$ cat config.mk
export PLATFORM = sky130hd
export DESIGN_NAME = spi_shadow_register_flat
export DESIGN_NICKNAME = d
export VERILOG_FILES = /design/src/rtl/spi_shadow_register_if.sv /design/src/rtl/spi_shadow_register.sv /design/src/flat_wrapper.sv
export SDC_FILE = /design/constraint.sdc
export NUM_CORES = 1
export LEC_CHECK = 0
export BUFFER_PORTS_ARGS = -buffer_cell sky130_fd_sc_hd__clkbuf_2
export CORE_MARGIN = 2
export CORE_UTILIZATION = 48
export DETAILED_ROUTE_END_ITERATION = 10
export GPL_ROUTABILITY_DRIVEN = 0
export PLACE_DENSITY = 0.68
export RECOVER_POWER = 50
export SYNTH_ARGS = -nofsm -noshare
export SYNTH_HDL_FRONTEND = slang
export SYNTH_SLANG_ARGS = --single-unit
$ cat constraint.sdc
create_clock -name clk -period 1.9 [get_ports clk]
set_input_delay 0.19 -clock clk [delete_from_list [all_inputs] [get_ports clk]]
set_output_delay 0.19 -clock clk [all_outputs]
set_load 0.1 [all_outputs]
$ cat src/rtl/spi_shadow_register_if.sv
// SPI pin bundle between an external SPI master and the shadow register.
// The slave modport is the view seen by spi_shadow_register.
interface spi_shadow_register_if;
  logic spi_cs_b;
  logic spi_sclk;
  logic spi_sdi;
  logic spi_sdo;

  modport master (
    output spi_cs_b,
    output spi_sclk,
    output spi_sdi,
    input  spi_sdo
  );

  modport slave (
    input  spi_cs_b,
    input  spi_sclk,
    input  spi_sdi,
    output spi_sdo
  );
endinterface

$ cat src/rtl/spi_shadow_register.sv
// SPI-writable shadow register: pins are oversampled on clk, a frame is
// committed to spi_bits only when exactly WIDTH bits were shifted.
module spi_shadow_register #(
  parameter int               WIDTH       = 180,
  parameter logic [WIDTH-1:0] RESET_VAL   = '0,
  parameter int               SYNC_STAGES = 2,
  parameter int               CPOL        = 0,
  parameter int               CPHA        = 0
) (
  input  logic                 clk,
  input  logic                 rst_b,
  spi_shadow_register_if.slave spi,
  output logic [WIDTH-1:0]     spi_bits,
  output logic                 load_pulse,
  output logic                 frame_err
);

  localparam int             CW       = $clog2(WIDTH + 2);
  localparam logic [CW-1:0]  CNT_FULL = CW'(WIDTH);
  localparam logic [CW-1:0]  CNT_MAX  = CW'(WIDTH + 1);
  localparam logic           IDLE     = CPOL[0];

  logic [SYNC_STAGES-1:0] cs_sync_reg;
  logic [SYNC_STAGES-1:0] sclk_sync_reg;
  logic [SYNC_STAGES-1:0] sdi_sync_reg;
  logic                   cs_old_reg;
  logic                   sclk_old_reg;

  logic [WIDTH-1:0] shift_reg;
  logic [WIDTH-1:0] spi_bits_reg;
  logic [CW-1:0]    cnt_reg;
  logic             sdo_reg;
  logic             load_pulse_reg;
  logic             frame_err_reg;
  logic             commit_ok_reg;
  logic             commit_err_reg;

  logic             cs_s;
  logic             sclk_s;
  logic             sdi_s;
  logic             cs_fall;
  logic             cs_rise;
  logic             selected;
  logic             lead_edge;
  logic             trail_edge;
  logic             sample_edge;
  logic             launch_edge;
  logic [WIDTH-1:0] readback;

  // Metastability chains; reset holds them at the deselected / idle levels
  // so a frame can only begin on a fresh synced cs falling edge.
  always_ff @(posedge clk or negedge rst_b) begin
    if (!rst_b) begin
      cs_sync_reg   <= '1;
      sclk_sync_reg <= {SYNC_STAGES{IDLE}};
      sdi_sync_reg  <= '0;
      cs_old_reg    <= 1'b1;
      sclk_old_reg  <= IDLE;
    end else begin
      cs_sync_reg   <= {cs_sync_reg[SYNC_STAGES-2:0], spi.spi_cs_b};
      sclk_sync_reg <= {sclk_sync_reg[SYNC_STAGES-2:0], spi.spi_sclk};
      sdi_sync_reg  <= {sdi_sync_reg[SYNC_STAGES-2:0], spi.spi_sdi};
      cs_old_reg    <= cs_sync_reg[SYNC_STAGES-1];
      sclk_old_reg  <= sclk_sync_reg[SYNC_STAGES-1];
    end
  end

  assign cs_s        = cs_sync_reg[SYNC_STAGES-1];
  assign sclk_s      = sclk_sync_reg[SYNC_STAGES-1];
  assign sdi_s       = sdi_sync_reg[SYNC_STAGES-1];
  assign cs_fall     = cs_old_reg & ~cs_s;
  assign cs_rise     = ~cs_old_reg & cs_s;
  // Both old and new synced cs low: a deselect in this cycle masks any edge.
  assign selected    = ~cs_old_reg & ~cs_s;
  assign lead_edge   = (sclk_old_reg == IDLE) && (sclk_s != IDLE);
  assign trail_edge  = (sclk_old_reg != IDLE) && (sclk_s == IDLE);
  assign sample_edge = (CPHA != 0) ? trail_edge : lead_edge;
  assign launch_edge = (CPHA != 0) ? lead_edge  : trail_edge;
  // A re-select right behind a commit must read back the value being committed.
  assign readback    = commit_ok_reg ? shift_reg : spi_bits_reg;

  always_ff @(posedge clk or negedge rst_b) begin
    if (!rst_b) begin
      spi_bits_reg   <= RESET_VAL;
      shift_reg      <= '0;
      cnt_reg        <= '0;
      sdo_reg        <= 1'b1;
      load_pulse_reg <= 1'b0;
      frame_err_reg  <= 1'b0;
      commit_ok_reg  <= 1'b0;
      commit_err_reg <= 1'b0;
    end else begin
      load_pulse_reg <= commit_ok_reg;
      frame_err_reg  <= commit_err_reg;
      commit_ok_reg  <= 1'b0;
      commit_err_reg <= 1'b0;
      if (commit_ok_reg) begin
        spi_bits_reg <= shift_reg;
      end

      if (cs_rise) begin
        commit_ok_reg  <= (cnt_reg == CNT_FULL);
        commit_err_reg <= (cnt_reg != CNT_FULL) && (cnt_reg != '0);
        cnt_reg        <= '0;
        sdo_reg        <= 1'b1;
      end else if (cs_fall) begin
        shift_reg <= readback;
        cnt_reg   <= '0;
        sdo_reg   <= readback[WIDTH-1];
      end else if (selected) begin
        if (sample_edge) begin
          shift_reg <= {shift_reg[WIDTH-2:0], sdi_s};
          if (cnt_reg != CNT_MAX) begin
            cnt_reg <= cnt_reg + CW'(1);
          end
        end
        if (launch_edge) begin
          sdo_reg <= shift_reg[WIDTH-1];
        end
      end
    end
  end

  assign spi.spi_sdo = sdo_reg;
  assign spi_bits    = spi_bits_reg;
  assign load_pulse  = load_pulse_reg;
  assign frame_err   = frame_err_reg;

endmodule

$ cat src/flat_wrapper.sv
// flat-port wrapper written by rule: the top's interface ports become plain ports
module spi_shadow_register_flat 
#(
  parameter int               WIDTH       = 180,
  parameter logic [WIDTH-1:0] RESET_VAL   = '0,
  parameter int               SYNC_STAGES = 2,
  parameter int               CPOL        = 0,
  parameter int               CPHA        = 0
)
  (clk, rst_b, spi_bits, load_pulse, frame_err, spi_spi_cs_b, spi_spi_sclk, spi_spi_sdi, spi_spi_sdo);
  spi_shadow_register_if spi_i ();
  input  logic clk;
  input  logic rst_b;
  output logic [WIDTH-1:0] spi_bits;
  output logic load_pulse;
  output logic frame_err;
  input wire logic [$bits(spi_i.spi_cs_b)-1:0] spi_spi_cs_b;
  input wire logic [$bits(spi_i.spi_sclk)-1:0] spi_spi_sclk;
  input wire logic [$bits(spi_i.spi_sdi)-1:0] spi_spi_sdi;
  output wire logic [$bits(spi_i.spi_sdo)-1:0] spi_spi_sdo;
  assign spi_i.spi_cs_b = spi_spi_cs_b;
  assign spi_i.spi_sclk = spi_spi_sclk;
  assign spi_i.spi_sdi = spi_spi_sdi;
  assign spi_spi_sdo = spi_i.spi_sdo;
  spi_shadow_register #(.WIDTH(WIDTH), .RESET_VAL(RESET_VAL), .SYNC_STAGES(SYNC_STAGES), .CPOL(CPOL), .CPHA(CPHA)) u_core (.clk(clk), .rst_b(rst_b), .spi(spi_i), .spi_bits(spi_bits), .load_pulse(load_pulse), .frame_err(frame_err));
endmodule
==> out/qor.txt, run 1 <==
Status -> complete, no violations
TNS Setup -> 0 ps
Share of the synthesized area in the top cell type -> 61.05%
Die height -> 183.4 um
H-tree depth -> 2
Crit path max fanout -> 29
Vias in the first global route -> 10880
First DRT Iteration DRCs -> 782
First-pass DRT Iterations -> 5
Port buffer count -> 187
Max-Cap Viols -> 0
Area Overhead vs Synth -> 17.49%
Top cells by area, synth -> dfrtp_1 (61%), mux2_2 (13%), a22oi_1 (9.3%)
Final period util -> 92.45%
Worst path depth -> 3
First-pass GRT wire length -> 57060 um
Buf+Inv Stages, Crit Path -> 2
Routed Antenna Nets -> 0
Resized Gates After CTS -> 0
Layout Nets -> 1447
GRT Residual Overflow -> 0
Post-synth EDFFs -> 0
Yosys warns -> 0
Vias post-DR -> 10690
Distinct cells, synth -> 38
Async set-reset flop share out of synthesis -> 100.0%
Crit. Startpoint -> u_core.cs_sync_reg[1]
Fin. Hold Viols -> 0
CTS tree -> done
Cells along the critical path -> buf_4 > buf_4 > o21ai_0
Mapped Area -> 15450 um^2
Final-report max-slew violation count -> 0
Fmax -> 0.5693 GHz
# fillers -> 2646
Reg2reg end -> u_core.shift_reg[51]
Core Region -> 31640 um^2
Diode count -> 0
Ys flop type -> dfrtp_1
Top Family by Delay on Critical Path -> flip-flops
PwrDens -> 893.6 nW/um^2
Largest net degree at the start of global routing -> 98
RSZ-0062 raised after global routing -> no
Io pins -> 188
Worst Setup Start Kind -> flop
Worst reg2reg startpoint -> u_core.cs_sync_reg[1]
Hpwl dp -> 20970 um
FF-to-FF setup slack -> 140 ps
Die width -> 183.4 um
Root Buffer Master -> clkbuf_16
Clock buffer depth -> 3
Synth Register Bits -> 381
Actual slew at the worst max-slew pin -> 1081 ps
Worst Path Required -> 2270 ps
Final total power -> 16.22 mW
CP Class -> flop to flop
Worst Path Arrival -> 2130 ps
Worst slew margin -> 27.95%
Min Hold Slack -> 182.0 ps
Clock skew -> 14.21 ps
Area of the multi-input gates -> 5371 um^2
Die area -> 33650 um^2
FF-to-FF path depth -> 3
Worst Setup EP -> u_core.shift_reg[51]
Post-synthesis sequential area ratio -> 61.73%
Synth Area per Inst -> 12.21 um^2
Max IR drop VDD -> 0.6240 mV
Syn Nets -> 1274
Wire per inst -> 18.40 um
Num rows -> 65
Post-route minimum period -> 1756 ps
Leak -> 8.582 nW
Post-Syn Instances -> 1266
Path type of the worst min-delay path -> input pin to async pin
Drt drc -> 0
Vias/cell -> 5.720
Critical Path Slowest Stage Cell -> dfstp_4
Total detailed-routing wirelength -> 34390 um
Gr usage total -> 20.54%
Clock sink total -> 381
Worst path max stage delay -> 760 ps
Register area -> 9550 um^2
Commonest non-fill, non-tap cell in the layout -> dfrtp_1
Initial antenna violation count -> 0
Effective utilization at floorplan -> 48.85%
Share of post-route cells with drive strength above 1 -> 30.47%
Total CTS buffers -> 40
Post-synth top area cell -> dfrtp_1
Final Setup Violations -> 0
Commonest non-fill, non-tap cells in the layout -> dfrtp_1 (376), a22oi_1 (191), clkbuf_2 (190), nand2_1 (174), mux2_2 (152)
Cell repeated most along the worst path -> buf_4
Endpoint type of the worst setup path -> flop
Worst skew pair latency -> 520 ps
Clk slew on worst S/H paths -> 60 ps
-- stage by stage --
stage | cells | cell area (um^2) | util, % | setup WS, ps
floorplan | 1266 | 15450 | - | 279.3
global placement | 1795 | 16930 | 53.52 | 189.5
detailed placement | 1795 | 16930 | 53.52 | 123.7
CTS | 1869 | 18240 | 57.64 | 123.4
global route | 1869 | 18160 | 57.39 | 10.23
finish | 1869 | 18160 | 57.39 | 143.5
-- worst reg2reg max path, stage by stage (launching register included) --
cell	delay, ps
dfstp_4	760
buf_4	350
buf_4	350
o21ai_0	150
-- Yosys cell counts, types with 3 or more instances --
cell type,instances
nand2_1,174
dfrtp_1,377
mux2i_1,3
nand3_1,3
buf_6,10
nor2_1,3
o221ai_1,3
or3_1,3
o21ai_1,66
clkbuf_1,39
ha_1,3
dfstp_2,4
a21oi_1,4
inv_1,7
o21ai_0,117
buf_1,4
buf_2,48
mux2_2,180
a22oi_1,191
-- how the worst min path moves through the flow --
stage | startpoint | endpoint | slack (ps) | cells after the start
floorplan | rst_b | u_core.cnt_reg[0] | -110 | 0
global placement | rst_b | u_core.cnt_reg[5] | 150 | 1
detailed placement | rst_b | u_core.spi_bits[173] | 150 | 1
CTS | rst_b | u_core.spi_bits[167] | 200 | 2
global route | rst_b | u_core.spi_bits[167] | 210 | 2
finish | rst_b | u_core.spi_bits[167] | 180 | 2
-- metal layers --
metal | GRT usage (%) | share of wire [%] | up-vias
li1 | - | - | 4922
met5 | 0 | 0 | -
met4 | 5.376 | 2.0 | 0
met2 | 33.65 | 48 | 235
met3 | 4.279 | 5.5 | 50
met1 | 28.05 | 44 | 5484
-- area by class of cell --
cell class              instances  share of cell area [%]
flip-flops and latches        381                   52.60
multi-input cells             774                   29.58
repair buffers                233                   7.904
clock buffers                  63                   6.602
well taps                     402                   2.770
clock inverters                 7                  0.3515
inverters                       9                  0.1861
-- kinds of logic (layout without fill, tap and decap cells) --
family,Yosys count,after routing,synth area share (%)
buf+inv,111,312,3.595
mux,183,183,13.31
fa+ha+maj,3,3,0.2429
compound gates,389,389,15.90
flops,381,381,61.73
simple gates,199,199,5.222
-- power by group --
group | internal [mW] | switching, mW | total, mW
registers | 8.14 | 0.0190 | 8.16
logic | 0.103 | 0.464 | 0.567
clock network | 4.45 | 3.05 | 7.50
total | 12.7 | 3.53 | 16.2
-- timing repair --
| item | CTS | global route |
|---|---|---|
| hold buffers | 4 | 0 |
| endpoints found under the hold margin | 88 | 0 |
| buffers inserted | 0 | 0 |
(Power assumes the default switching activity.)
==> run 2, diff against run 1 <==
Settings changed: CORE_MARGIN 2 to 8, PLACE_DENSITY 0.68 to 0.7.
Clock period 1.9 ns to 1.4 ns, I/O delays scaled along.
==> run 2 against run 1 <==
The flow now finishes with violations (setup timing). Sequential power rose by 36%. Sequential share of layout area fell by 9.2 points. Combinational power rose to 2.5 times the previous value. Clock power rose by 39%. Wire length rose by 37%. Maximum frequency rose by 1.3%. Sequential cell count did not move. Setup slack got worse by 480 ps. Critical path type unchanged. Largest power group unchanged.
==> out/qor.txt, run 2 (synthesis results as in run 1) <==
Status -> complete, but fails checks
Failing checks -> setup timing
Worst skew pair latency -> 530 ps
WL met3 -> 2482 um
Max-Cap Viols -> 0
Buf+Inv Stages, Crit Path -> 3
Routed Antenna Nets -> 0
CTS tree -> done
Commonest non-fill, non-tap cells in the layout -> dfrtp_1 (196), dfrtp_2 (180), o21ai_1 (178), a22oi_2 (172), nand2_1 (163)
Crit path max fanout -> 8
Final-report max-slew violation count -> 0
Final Setup Violations -> 219
CP Class -> flop to flop
RSZ-0062 raised after global routing -> yes
Max IR drop VDD -> 1.030 mV
Die width -> 195.4 um
Worst Setup Start Kind -> flop
Port buffer count -> 187
Crit. Startpoint -> u_core.commit_ok_reg
Fin. Hold Viols -> 0
Total detailed-routing wirelength -> 47030 um
Vias/cell -> 5.948
Endpoint type of the worst setup path -> flop
Actual slew at the worst max-slew pin -> 1079 ps
Share of post-route cells with drive strength above 1 -> 61.78%
Io pins -> 188
Worst reg2reg startpoint -> u_core.commit_ok_reg
Largest net degree at the start of global routing -> 93
Clock skew -> 16.41 ps
Die height -> 195.4 um
Effective utilization at floorplan -> 48.85%
FF-to-FF setup slack -> -330 ps
Final Core Density -> 71.13%
Core Region -> 31640 um^2
Clock sink total -> 381
Wire per inst -> 23.45 um
Min Hold Slack -> 291.9 ps
Post-route worst setup slack -> -334.5 ps
Worst path max stage delay -> 520 ps
Area Overhead vs Synth -> 45.61%
Layout Nets -> 1580
DRT met1 WL -> 19770 um
Path type of the worst min-delay path -> input pin to flop
Top sig layer -> met4
Num rows -> 65
Gr usage total -> 21.97%
First-pass DRT Iterations -> 5
Final period util -> 123.9%
Final total power -> 22.84 mW
Worst Path Arrival -> 2130 ps
Worst Path Required -> 1800 ps
Leak -> 9.614 nW
Die area -> 38190 um^2
PwrDens -> 1015 nW/um^2
H-tree depth -> 2
Clock buffer depth -> 3
Fmax -> 0.5765 GHz
Initial antenna violation count -> 0
Area of the multi-input gates -> 6666 um^2
Critical Path Slowest Stage Cell -> dfrtp_4
Clk slew on worst S/H paths -> 60 ps
Cells along the critical path -> buf_6 > buf_12 > clkbuf_16 > mux2_4 > a22oi_2 > o21ai_1
Total CTS buffers -> 40
TNS Setup -> -42560 ps
Worst path depth -> 6
GRT Residual Overflow -> 0
Vias in the first global route -> 12230
First-pass GRT wire length -> 68870 um
Met2 wire length -> 23380 um
First DRT Iteration DRCs -> 843
Top Family by Delay on Critical Path -> flip-flops
Register area -> 9776 um^2
HP Start -> spi_spi_cs_b
# fillers -> 2030
Hpwl dp -> 23700 um
Root Buffer Master -> clkbuf_16
Drt drc -> 0
FF-to-FF path depth -> 6
Diode count -> 0
Vias post-DR -> 11930
Post-route minimum period -> 1734 ps
Commonest non-fill, non-tap cell in the layout -> dfrtp_1
Worst hold path cell count -> 2
Worst slew margin -> 28.08%
-- run 2: cell types whose count changed in the layout (fill, tap and decap cells not counted), moves of 52 or more --
cell      change
a22oi_2     +172
clkbuf_4    +121
a22oi_1     -172
o21ai_0     -115
dfrtp_2     +180
clkbuf_2    -185
o21ai_1     +112
mux2_4       +80
mux2_2       -52
dfrtp_1     -180
buf_4        +86
-- run 2: path summary, 6_finish.rpt --
check,to
worst max-delay path,u_core.shift_reg[156]
worst min-delay path,u_core.cs_sync_reg[0]
worst max register to register,u_core.shift_reg[156]
worst min register to register,u_core.sdi_sync_reg[1]
max in group asynchronous,u_core.spi_bits[69]
min in group asynchronous,u_core.shift_reg[4]
-- run 2: layer usage --
metal  up-vias  track usage [%]
li1       5221                -
met1      6244            29.30
met2       375            35.78
met3        92            3.989
met4         0            7.636
met5         -                0
-- run 2: stage by stage --
| step | setup slack, ps | instance area (um^2) | cells |
|---|---|---|---|
| CTS | -306.1 | 21630 | 1979 |
| floorplan | -211.4 | 15710 | 1266 |
| finish | -334.5 | 22500 | 2006 |
| global placement | -297.3 | 17850 | 1842 |
| detailed placement | -334.7 | 17850 | 1842 |
| global route | -425.2 | 22500 | 2006 |
-- run 2: worst register-to-register path: stages (launching register included) --
cell and delay, ps:
dfrtp_4 520, buf_6 150, buf_12 150, clkbuf_16 200
mux2_4 320, a22oi_2 180, o21ai_1 100
-- run 2: cell type report --
class | instances | area share [%]
Sequential cell | 381 | 43.44
Timing Repair Buffer | 365 | 18.86
Clock inverter | 8 | 0.2391
Multi-Input combinational cell | 775 | 29.63
Inverter | 9 | 0.1724
Tap cell | 402 | 2.235
Clock buffer | 66 | 5.421
-- run 2: power breakdown --
| part | switching [mW] | internal, mW | leakage [nW] | total (mW) |
|---|---|---|---|---|
| Clock | 4.40 | 5.97 | 0.624 | 10.4 |
| Combinational | 0.913 | 0.507 | 3.99 | 1.42 |
| Sequential | 0.0178 | 11.0 | 5.00 | 11.1 |
-- run 2: repair_timing --
| item | 4_1_cts | 5_1_grt |
|---|---|---|
| pin swaps | 116 | 79 |
| endpoints found under the setup margin | 340 | 249 |
| hold buffers | 4 | 0 |
| gates resized for setup | 497 | 158 |
| endpoints found under the hold margin | 380 | 0 |
| buffers inserted | 39 | 18 |
| gates cloned | 25 | 20 |
==> run 3, diff against run 2 <==
Settings changed: REMOVE_ABC_BUFFERS set to 1.
==> run 3 against run 2 <==
The flow still finishes with violations (setup timing). First-iteration DRC count down 7.9%. Clock power up 5%. Utilization down 1.9 points. Critical endpoint is now u_core.cnt_reg[6]. Highest routed layer unchanged.
==> out/qor.txt, run 3 (synthesis results as in run 1) <==
Die area -> 38190 um^2
Commonest non-fill, non-tap cells in the layout -> dfrtp_1 (376), nand2_1 (169), o21ai_1 (168), a22oi_2 (162), buf_4 (144)
Share of post-route cells with drive strength above 1 -> 49.50%
Wire per inst -> 22.51 um
Worst skew pair latency -> 530 ps
Cells along the critical path -> inv_2 > ha_4 > or3b_4 > o211ai_1 > buf_4 > or3_1 > o221ai_2
Effective utilization at floorplan -> 48.85%
Worst Setup Start Kind -> flop
Drt drc -> 0
Worst reg2reg startpoint -> u_core.cnt_reg[1]
PwrDens -> 1059 nW/um^2
Initial antenna violation count -> 0
First-pass DRT Iterations -> 5
CTS tree -> done
Post-route minimum period -> 1772 ps
Final Setup Violations -> 264
Total detailed-routing wirelength -> 44980 um
Clock buffer depth -> 3
Critical Path Slowest Stage Cell -> dfrtp_1
Vias post-DR -> 11720
TNS Setup -> -42230 ps
Routed Antenna Nets -> 0
Fin. Hold Viols -> 0
Worst path max stage delay -> 390 ps
Core Region -> 31640 um^2
First DRT Iteration DRCs -> 776
Actual slew at the worst max-slew pin -> 1013 ps
Crit. Startpoint -> u_core.cnt_reg[1]
Area Overhead vs Synth -> 41.82%
Final Core Density -> 69.27%
Clk slew on worst S/H paths -> 60 ps
Crit path max fanout -> 7
Fmax -> 0.5643 GHz
Num rows -> 65
RSZ-0062 raised after global routing -> yes
Hpwl dp -> 24980 um
Die height -> 195.4 um
Final-report max-slew violation count -> 0
Dpl cells -> 1856
Post-route worst setup slack -> -372.1 ps
First-pass GRT wire length -> 65320 um
Pre-CTS WS -> -320.9 ps
Worst slew margin -> 32.48%
Worst Path Arrival -> 2160 ps
Vias/cell -> 5.866
Total CTS buffers -> 40
Buf+Inv Stages, Crit Path -> 2
Final Non-Filler Cells -> 1998
Layout Nets -> 1572
Gr usage total -> 20.75%
Final total power -> 23.20 mW
H-tree depth -> 2
Diode count -> 0
Endpoint type of the worst setup path -> flop
Path type of the worst min-delay path -> input pin to async pin
Root Buffer Master -> clkbuf_16
Status -> complete, but fails checks
Largest net degree at the start of global routing -> 68
CP Class -> flop to flop
Worst Path Required -> 1790 ps
Io pins -> 188
Clock sink total -> 381
GRT Residual Overflow -> 0
Port buffer count -> 187
Commonest non-fill, non-tap cell in the layout -> dfrtp_1
Die width -> 195.4 um
FF-to-FF setup slack -> -370 ps
Max IR drop VDD -> 0.7591 mV
Failing checks -> setup timing
Vias in the first global route -> 11820
Clock skew -> 18.83 ps
Top Family by Delay on Critical Path -> simple AND/OR/NAND/NOR gates
Max-Cap Viols -> 0
Leak -> 9.822 nW
Final period util -> 126.6%
-- run 3: cell types whose count changed in the layout (fill, tap and decap cells not counted), moves of 10 or more --
cell	change
dfrtp_1	+180
buf_16	-15
a22oi_1	+10
dfrtp_2	-180
clkbuf_4	-46
a22oi_2	-10
buf_4	+40
o21ai_1	-10
-- run 3: layer usage --
layer / GRT usage, % / up-vias / wire length [um]
met5: 0 / - / 0
met2: 33.74 / 374 / 22420
li1: - / 5196 / -
met3: 4.195 / 79 / 2904
met4: 4.885 / 0 / 1035
met1: 28.35 / 6071 / 18620
-- run 3: worst paths after layout --
path / end / cells after the start
max: u_core.cnt_reg[6] / 7
max in group asynchronous: u_core.cs_old_reg / 4
min: u_core.shift_reg[32] / 2
min reg2reg: u_core.sclk_sync_reg[1] / 0
max reg2reg: u_core.cnt_reg[6] / 7
min in group clk: u_core.sclk_sync_reg[0] / 2
-- run 3: repair_timing --
item,CTS,global route
pin swaps,60,116
buffers inserted,16,33
resized for setup,207,606
endpoints found under the hold margin,333,0
hold buffers,4,0
cloned,7,21
setup endpoints to repair,348,397
-- run 3: metrics by stage --
step / hold WS, ps / cell area, um^2
after floorplan: -155.6 / 14930
after global placement: -2.101 / 17740
after detailed placement: -7.901 / 17740
after CTS: 35.84 / 20150
after global routing: 26.38 / 21920
final: 20.31 / 21920
-- run 3: cell type report --
cell class | count | area [um^2]
Fill cell | 2075 | 9721
Sequential cell | 381 | 9550
Multi-Input combinational cell | 774 | 6533
Timing Repair Buffer | 358 | 3923
Clock buffer | 63 | 1229
Tap cell | 402 | 503.0
Clock inverter | 11 | 142.6
Inverter | 9 | 36.28
-- run 3: report_power, final --
part           internal [mW]  switching (mW)  total, mW
Combinational          0.394           0.834       1.23
Clock                   6.60            4.31       10.9
Sequential              11.0          0.0204       11.1
